--- src/rtl/iot_event_sequencer_if.sv ---
// Device-status / counter-event bus for iot_event_sequencer.
// Optional active_count signal is present only when SHADOW_COUNT_EN is defined.
interface iot_event_sequencer_if #(
    parameter int N_DEV = 8
);
    localparam int ID_W  = $clog2(N_DEV);
    localparam int CNT_W = $clog2(N_DEV + 1);

    logic [N_DEV-1:0] dev_on;
    logic             stall;
    logic             change;
    logic             on_off;
    logic [ID_W-1:0]  dev_id;
    logic [N_DEV-1:0] active_mask;
    logic             pending;
`ifdef SHADOW_COUNT_EN
    logic [CNT_W-1:0] active_count;
`endif

    modport master (
        input  dev_on, stall,
        output change, on_off, dev_id, active_mask, pending
`ifdef SHADOW_COUNT_EN
        , output active_count
`endif
    );

    modport slave (
        output dev_on, stall,
        input  change, on_off, dev_id, active_mask, pending
`ifdef SHADOW_COUNT_EN
        , input active_count
`endif
    );
endinterface

--- src/rtl/iot_event_sequencer.sv ---
// Serialises per-device power-state changes into single-cycle change/on_off events.
// Optional feature macro: SHADOW_COUNT_EN (adds registered active_count + consistency check).
module iot_event_sequencer #(
    parameter int N_DEV   = 8,
    parameter int GAP_W   = 4,
    parameter int MIN_GAP = 0
) (
    input  logic                 clk,
    input  logic                 rst,
    iot_event_sequencer_if.master bus
);
    localparam int ID_W  = $clog2(N_DEV);
    localparam int CNT_W = $clog2(N_DEV + 1);

    typedef enum logic [1:0] {IDLE, EMIT, GAP} state_t;

    state_t           state, state_nxt;
    logic [N_DEV-1:0] mask_r, mask_nxt, mm;
    logic [ID_W-1:0]  last_grant, last_grant_nxt, g, idx_w;
    logic [ID_W-1:0]  dev_id_r, dev_id_nxt;
    logic             change_r, change_nxt, on_off_r, on_off_nxt;
    logic [GAP_W-1:0] gap, gap_nxt;
    logic             grant_vld, start_ok;
    int unsigned      idx;

    assign mm = bus.dev_on ^ mask_r;

    // Round-robin: first mismatching device after last_grant, wrapping to 0.
    always_comb begin
        g         = '0;
        grant_vld = 1'b0;
        idx       = 0;
        idx_w     = '0;
        for (int unsigned i = 1; i <= N_DEV; i++) begin
            idx   = (32'(last_grant) + i) % N_DEV;
            idx_w = ID_W'(idx);
            if (!grant_vld && mm[idx_w]) begin
                grant_vld = 1'b1;
                g         = idx_w;
            end
        end
    end

    // GAP with an exhausted counter acts as IDLE, giving exactly MIN_GAP quiet cycles.
    always_comb begin
        state_nxt      = state;
        change_nxt     = 1'b0;
        on_off_nxt     = on_off_r;
        dev_id_nxt     = dev_id_r;
        mask_nxt       = mask_r;
        last_grant_nxt = last_grant;
        gap_nxt        = gap;
        start_ok       = 1'b0;
        case (state)
            IDLE: start_ok = 1'b1;
            EMIT: begin
                if (MIN_GAP == 0) begin
                    start_ok = 1'b1;
                end else begin
                    state_nxt = GAP;
                    gap_nxt   = GAP_W'(MIN_GAP - 1);
                end
            end
            GAP: begin
                if (gap == '0) start_ok = 1'b1;
                else           gap_nxt  = gap - GAP_W'(1);
            end
            default: state_nxt = IDLE;
        endcase
        if (start_ok) begin
            if (grant_vld && !bus.stall) begin
                change_nxt     = 1'b1;
                on_off_nxt     = bus.dev_on[g];
                dev_id_nxt     = g;
                mask_nxt[g]    = bus.dev_on[g];
                last_grant_nxt = g;
                state_nxt      = EMIT;
            end else begin
                state_nxt = IDLE;
            end
        end
    end

    always_ff @(posedge clk) begin
        if (rst) begin
            state      <= IDLE;
            change_r   <= 1'b0;
            on_off_r   <= 1'b0;
            dev_id_r   <= '0;
            mask_r     <= '0;
            gap        <= '0;
            last_grant <= ID_W'(N_DEV - 1);
        end else begin
            state      <= state_nxt;
            change_r   <= change_nxt;
            on_off_r   <= on_off_nxt;
            dev_id_r   <= dev_id_nxt;
            mask_r     <= mask_nxt;
            gap        <= gap_nxt;
            last_grant <= last_grant_nxt;
        end
    end

    assign bus.change      = change_r;
    assign bus.on_off      = on_off_r;
    assign bus.dev_id      = dev_id_r;
    assign bus.active_mask = mask_r;
    assign bus.pending     = |mm;

`ifdef SHADOW_COUNT_EN
    logic [CNT_W-1:0] cnt_r;

    always_ff @(posedge clk) begin
        if (rst)             cnt_r <= '0;
        else if (change_nxt) cnt_r <= on_off_nxt ? cnt_r + CNT_W'(1) : cnt_r - CNT_W'(1);
    end

    assign bus.active_count = cnt_r;

`ifndef SYNTHESIS
    always @(posedge clk) begin
        if (!rst) begin
            assert (CNT_W'($countones(mask_r)) == cnt_r)
                else $error("active_count %0d disagrees with popcount(active_mask)", cnt_r);
        end
    end
`endif
`endif
endmodule

--- src/flat_wrapper.sv ---
// flat-port wrapper written by rule: the top's interface ports become plain ports
module iot_event_sequencer_flat 
#(
    parameter int N_DEV   = 8,
    parameter int GAP_W   = 4,
    parameter int MIN_GAP = 0
)
  (clk, rst, bus_dev_on, bus_stall, bus_change, bus_on_off, bus_dev_id, bus_active_mask, bus_pending);
  iot_event_sequencer_if #(.N_DEV(N_DEV)) bus_i ();
  input  logic clk;
  input  logic rst;
  input wire logic [$bits(bus_i.dev_on)-1:0] bus_dev_on;
  input wire logic [$bits(bus_i.stall)-1:0] bus_stall;
  output wire logic [$bits(bus_i.change)-1:0] bus_change;
  output wire logic [$bits(bus_i.on_off)-1:0] bus_on_off;
  output wire logic [$bits(bus_i.dev_id)-1:0] bus_dev_id;
  output wire logic [$bits(bus_i.active_mask)-1:0] bus_active_mask;
  output wire logic [$bits(bus_i.pending)-1:0] bus_pending;
  assign bus_i.dev_on = bus_dev_on;
  assign bus_i.stall = bus_stall;
  assign bus_change = bus_i.change;
  assign bus_on_off = bus_i.on_off;
  assign bus_dev_id = bus_i.dev_id;
  assign bus_active_mask = bus_i.active_mask;
  assign bus_pending = bus_i.pending;
  iot_event_sequencer #(.N_DEV(N_DEV), .GAP_W(GAP_W), .MIN_GAP(MIN_GAP)) u_core (.clk(clk), .rst(rst), .bus(bus_i));
endmodule
--- config.mk ---
export PLATFORM = sky130hd
export DESIGN_NAME = iot_event_sequencer_flat
export DESIGN_NICKNAME = d
export VERILOG_FILES = /design/src/rtl/iot_event_sequencer_if.sv /design/src/rtl/iot_event_sequencer.sv /design/src/flat_wrapper.sv
export SDC_FILE = /design/constraint.sdc
export NUM_CORES = 1
export LEC_CHECK = 0
export ABC_AREA = 1
export CORE_MARGIN = 2
export CORE_UTILIZATION = 25
export CTS_BUF_LIST = sky130_fd_sc_hd__clkbuf_16
export DETAILED_ROUTE_END_ITERATION = 6
export DONT_BUFFER_PORTS = 1
export PLACE_DENSITY_LB_ADDON = 0.1
export SYNTH_ARGS = -nofsm -noshare
export SYNTH_HDL_FRONTEND = slang
export SYNTH_SLANG_ARGS = --single-unit
--- constraint.sdc ---
create_clock -name clk -period 3.9 [get_ports clk]
set_clock_uncertainty 0.1 [all_clocks]
set_input_delay 0.39 -clock clk [delete_from_list [all_inputs] [get_ports clk]]
set_output_delay 0.39 -clock clk [all_outputs]
set_load 0.005 [all_outputs]
==> results of run 1 <==
==> per-stage QoR <==
stage | hold slack, ns | util, % | std cells | instance area [um2]
CTS | 0.106 | 28.0 | 403 | 2020
global route | 0.105 | 28.0 | 403 | 2020
global placement | 0.361 | 26.9 | 399 | 1940
detailed placement | 0.367 | 26.9 | 399 | 1940
floorplan | 0.354 | - | 304 | 1850
finish | 0.111 | 28.0 | 403 | 2020
==> logic make-up after synthesis <==
group / synth area share, %
fa+ha+maj: 1.35
simple gates: 56.7
xor+xnor: 3.24
flops: 17.3
buf+inv: 11.8
compound gates: 9.65
==> registers in the layout, summed over array words and instances, names as in the netlist <==
signal,count
u_core.bus.change,1
u_core.bus.on_off,1
u_core.last_grant,3
u_core.bus.active_mask,8
u_core.bus.dev_id,3
==> placed cells by master (no fill, tap or decap), drive strengths merged <==
cell,netlist,routed
nand4,7,7
nand2,99,99
a21oi,12,12
dfxtp,16,16
o211ai,4,4
nor2,26,26
buf,8,4
clkbuf,0,3
inv,38,38
ha,2,2
nand3,77,77
clkinv,1,2
xnor2,2,2
xor2,1,1
o21ai,11,11
==> final timing paths <==
check	startpoint	to	slack, ns	cells after the start
min	rst	u_core.bus.dev_id[2]	0.11	1
max	u_core.last_grant[0]	u_core.bus.active_mask[2]	0.43	17
max reg2reg	u_core.last_grant[0]	u_core.bus.active_mask[2]	0.43	17
min reg2reg	u_core.bus.dev_id[1]	u_core.bus.dev_id[1]	0.38	2
==> routing by layer <==
| metal | track usage (%) | part of all wire (%) | vias to the layer above |
|---|---|---|---|
| met5 | 0 | 0 | - |
| met4 | 3.46 | 0.87 | 0 |
| met3 | 2.18 | 3.6 | 6 |
| met2 | 23.9 | 46 | 40 |
| met1 | 19.5 | 50 | 868 |
| li1 | - | - | 994 |
==> cell type report <==
| class | count | area (um2) |
|---|---|---|
| clock buffer | 3 | 75.1 |
| clock inverter | 1 | 3.75 |
| fill | 829 | 5200 |
| inverter | 39 | 149 |
| multi-input combinational | 241 | 1320 |
| sequential | 16 | 320 |
| tap | 99 | 124 |
| timing repair buffer | 4 | 30.0 |
==> metrics.md, run 1 <==
| Metric | Value |
|---|---|
| Status | finished clean |
| Syn-to-layout area delta | 8.77% |
| # resized after CTS | 0 |
| Slew headroom | a little under half |
| Fraction of registers with async set/reset | 0% |
| # setup viols final | 0 |
| Req. time, crit path | roughly 4.0 ns |
| Synth area leader | nand3_1 |
| Final WS setup | 0.432 ns |
| Post-route ant nets | 0 |
| # diodes | 0 |
| Ratio of final minimum period to clock period | between 80% and 90% |
| Initial antenna violation count | 0 |
| Die X | 90.1 um |
| Row cnt | 31 |
| # DRC | 0 |
| RePlAce Congestion | roughly 0.80 |
| Worst Path Arrival | between 3 and 4 ns |
| Min-Delay Path Class | input port to flop |
| Die Y | 90.1 um |
| Number of synthesized flops with an enable pin | 0 |
| Grt total ovfl | 0 |
| Final Net Count | between 300 and 400 |
| Crit path launch type | flop |
| Avg Cell Area, Syn | about 6.1 um2 |
| Synth top area cells | nand3_1 (19%), nand2_1 (17%), dfxtp_1 (17%) |
| Final min period | ~3.5 ns |
| Count leader, synth | nand2_1 |
| Hold Vio Cnt, Final | 0 |
| Max-cap violations | 0 |
| FMAX | just under 300 MHz |
| CORE AREA | a little over 7000 um2 |
| Routed vias | roughly 1900 |
| Pin count of the biggest net entering global routing | 17 |
| First-pass GRT wire length | about 9500 um |
| CP max-delay cell | nor2_1 |
| Worst slew pin tran | 0.802 ns |
| Most frequent cell on the critical path | nand3_1 |
| H-Tree Depth | 1 |
| Effective utilization at floorplan | approximately 26% |
| RSZ-0062 raised after global routing | false |
| Post-cts hold buffer count | 0 |
| Syn Nets | around 320 |
| Via density | approximately 4.7 |
| Clk Latency, worst-skew pair | 0.24 ns |
| Final Max Tran Viols | 0 |
| Cts bufs inserted | 3 |
| CP Cell Sequence | buf_4 -> inv_4 -> ha_1 -> buf_4 -> nand3_1 -> nand3_1 -> nand2_1 -> inv_2 -> nand4_4 -> nor2_8 -> nand2_1 -> nor2_2 -> nor2_1 -> nand3_1 -> nor2_1 -> o21ai_0 -> a21oi_2 |
| Yosys top cell area share | between 10% and 20% |
| Number of global-route vias before repair | 1870 |
| Setup Fix Bufs, Post-CTS | 0 |
| Critical path buffers and inverters | 4 |
| Clock slew at reported path FFs | 0.05 ns |
| IO buf count | 0 |
| Post-synthesis sequential element count | 16 |
| TritonRoute pass-1 iters | 6 |
| Synth warn | 0 |
| Hpwl dp | about 4700 um |
| Die area | 8120 um2 |
| Clock root cell | clkbuf_16 |
| CTS tree | yes |
| Library cells used by synthesis | 27 |
| Setup_tns | 0 ns |
| CP peak stage delay | between 0.6 and 0.7 ns |
| IO Pins | 25 |
| Global-route usage over all layers | 14.3% |
| Layout cell share with drive strength beyond 1 | between 10% and 20% |
| Post-synth top cells | nand2_1 (86), nand3_1 (70), inv_1 (28) |
| Iteration-0 DRC Markers | 120 |
| Pre-CTS setup slack | about 0.44 ns |
| Clock buffer depth | 2 |
| Clock Sinks | 16 |
| Syn Inst Count | 304 |
| Per-cell routed wire length | 14.2 um |
| Seq/Total Area, Yosys | 17.3% |
| CP Max Fanout | 16 |
| Mapped Area | around 1900 um2 |
| Setup crit end kind | flop |
| Dominant synthesized flop cell | dfxtp_1 |
| Drt total wl | around 5700 um |
| CP top delay family | simple AND/OR/NAND/NOR gates |
| CP Class | flop to flop |
Power of run 1 is not shown: default switching activity piles up to over one toggle a cycle in this logic, so the estimate is an artifact.
==> inputs of run 2 (changes only) <==
--- a/config.mk
+++ b/config.mk
@@ -12,6 +12,7 @@
 export DETAILED_ROUTE_END_ITERATION = 6
 export DONT_BUFFER_PORTS = 1
 export PLACE_DENSITY_LB_ADDON = 0.1
+export REMOVE_ABC_BUFFERS = 1
 export SYNTH_ARGS = -nofsm -noshare
 export SYNTH_HDL_FRONTEND = slang
 export SYNTH_SLANG_ARGS = --single-unit
==> metrics.md, run 2 (synthesis gave the netlist of run 1 again) <==
| Metric | Value |
|---|---|
| Final min period | 3.26 ns (-0.206 ns) |
| Req. time, crit path | 3.98 ns (about the same) |
| Hold path startpoint | rst |
| CTS tree | yes |
| Clock Sinks | 16 (unchanged) |
| Final Net Count | 317 (-0.31%) |
| Pin count of the biggest net entering global routing | 19 (+2) |
| Number of global-route vias before repair | 1848 (-1.2%) |
| Finished Layout Cells | 401 (-0.50%) |
| Clk Latency, worst-skew pair | 0.24 ns (about the same) |
| Grt total ovfl | 0 (unchanged) |
| Crit path from | u_core.last_grant[0] |
| # setup viols final | 0 (unchanged) |
| Die Y | 90.1 um (unchanged) |
| Layout cell share with drive strength beyond 1 | 18.9% (-0.20 points) |
| Ratio of final minimum period to clock period | 83.6% (-5.3 points) |
| Worst Path Arrival | 3.34 ns (-0.21 ns) |
| Clock buffer depth | 2 (unchanged) |
| Max-cap violations | 0 (unchanged) |
| Most frequent cells in the layout | nand2_1 (86), nand3_1 (70), inv_1 (28) |
| Setup crit end kind | flop |
| # resized after CTS | 0 (unchanged) |
| RePlAce Congestion | 0.802 (-0.15%) |
| Worst slew pin tran | 0.730 ns (-0.0718 ns) |
| Clock root cell | clkbuf_16 |
| FMAX | 307 MHz (+6.3%) |
| TritonRoute pass-1 iters | 4 (-2) |
| Via density | 4.69 (-0.87%) |
| Routed vias | 1882 (-1.4%) |
| Crit path launch type | flop |
| Row cnt | 31 (unchanged) |
| Setup_tns | 0 ns (unchanged) |
| # DRC | 0 (unchanged) |
| Syn-to-layout area delta | 8.16% |
| Die area | 8120 um2 (unchanged) |
| Clock slew at reported path FFs | 0.05 ns (about the same) |
| Min-Delay Path Class | input port to flop |
| Cts bufs inserted | 3 (unchanged) |
| Slew headroom | 51.1% (+4.8 points) |
| Hold Vio Cnt, Final | 0 (unchanged) |
| CP Max Fanout | 16 (unchanged) |
| CP Class | flop to flop |
| CORE AREA | 7210 um2 (unchanged) |
| Post-cts hold buffer count | 0 (unchanged) |
| First-pass GRT wire length | 9490 um (+0.22%) |
| Hpwl dp | 4680 um (-1.2%) |
| IO Pins | 25 (unchanged) |
| Status | finished clean |
| Per-cell routed wire length | 13.7 um (-3.5%) |
| Setup Fix Bufs, Post-CTS | 0 (unchanged) |
| RR Startpoint | u_core.last_grant[0] |
| Final Max Tran Viols | 0 (unchanged) |
| Post-route ant nets | 0 (unchanged) |
| Initial antenna violation count | 0 (unchanged) |
| Global-route usage over all layers | 14.2% (-0.14 points) |
| # diodes | 0 (unchanged) |
| Most common cell after layout, fill and taps aside | nand2_1 |
| IO buf count | 0 (unchanged) |
| Largest register FFs | 8 (unchanged) |
| RSZ-0062 raised after global routing | false |
| Die X | 90.1 um (unchanged) |
| Iteration-0 DRC Markers | 144 (+20%) |
| Cells after DPL | 398 (-0.25%) |
| H-Tree Depth | 1 (unchanged) |
| Effective utilization at floorplan | 25.7% (unchanged) |
| Drt total wl | 5490 um (-4.0%) |
run 2: cell types whose count changed in the layout (fill, tap and decap cells not counted), sizes merged:
cell	delta
buf	-1
clkinv	-1
run 2: area by class of cell:
cell class	instances	area [um2]
clock buffer	3	75.1
multi-input combinational	241	1320
timing repair buffer	3	22.5
tap	99	124
sequential	16	320
inverter	39	149
fill	838	5210
run 2: worst max-delay path: stages, from the launching register on:
cell and delay, ns:
dfxtp_1 0.37, inv_4 0.10, ha_1 0.33, buf_4 0.18, nand3_1 0.12, nand3_1 0.10
nand2_1 0.14, inv_2 0.07, nand4_4 0.12, nor2_8 0.05, nand2_1 0.07, nor2_2 0.04
nor2_1 0.57, nand3_1 0.32, nor2_1 0.29, o21ai_1 0.10, a21oi_2 0.11
run 2: path summary, 6_finish.rpt:
| path | end | slack (ns) | depth (start not counted) |
|---|---|---|---|
| worst max-delay path | u_core.bus.active_mask[6] | 0.64 | 16 |
| worst min-delay path | u_core.bus.dev_id[1] | 0.11 | 1 |
| worst max register to register | u_core.bus.active_mask[6] | 0.64 | 16 |
| worst min register to register | u_core.bus.dev_id[1] | 0.38 | 2 |
run 2: layer usage:
metal  wire, um  global-route usage (%)  vias to the layer above
met5          0                       0                        -
met4         39                    2.95                        0
met3        223                    1.34                        4
met2       2590                    23.6                       36
met1       2640                    20.0                      849
li1           -                       -                      993
run 2: metrics by stage:
stage	setup WS, ns	hold WS, ns	cell area (um2)	utilization (%)
2_1_floorplan	0.570	0.356	1780	-
3_5_place_dp	0.606	0.363	1930	26.8
6_report	0.638	0.112	2010	27.8
4_1_cts	0.590	0.108	2010	27.8
5_1_grt	0.274	0.106	2010	27.8
3_3_place_gp	0.684	0.362	1930	26.8
Power of run 2 is left out for the same reason.
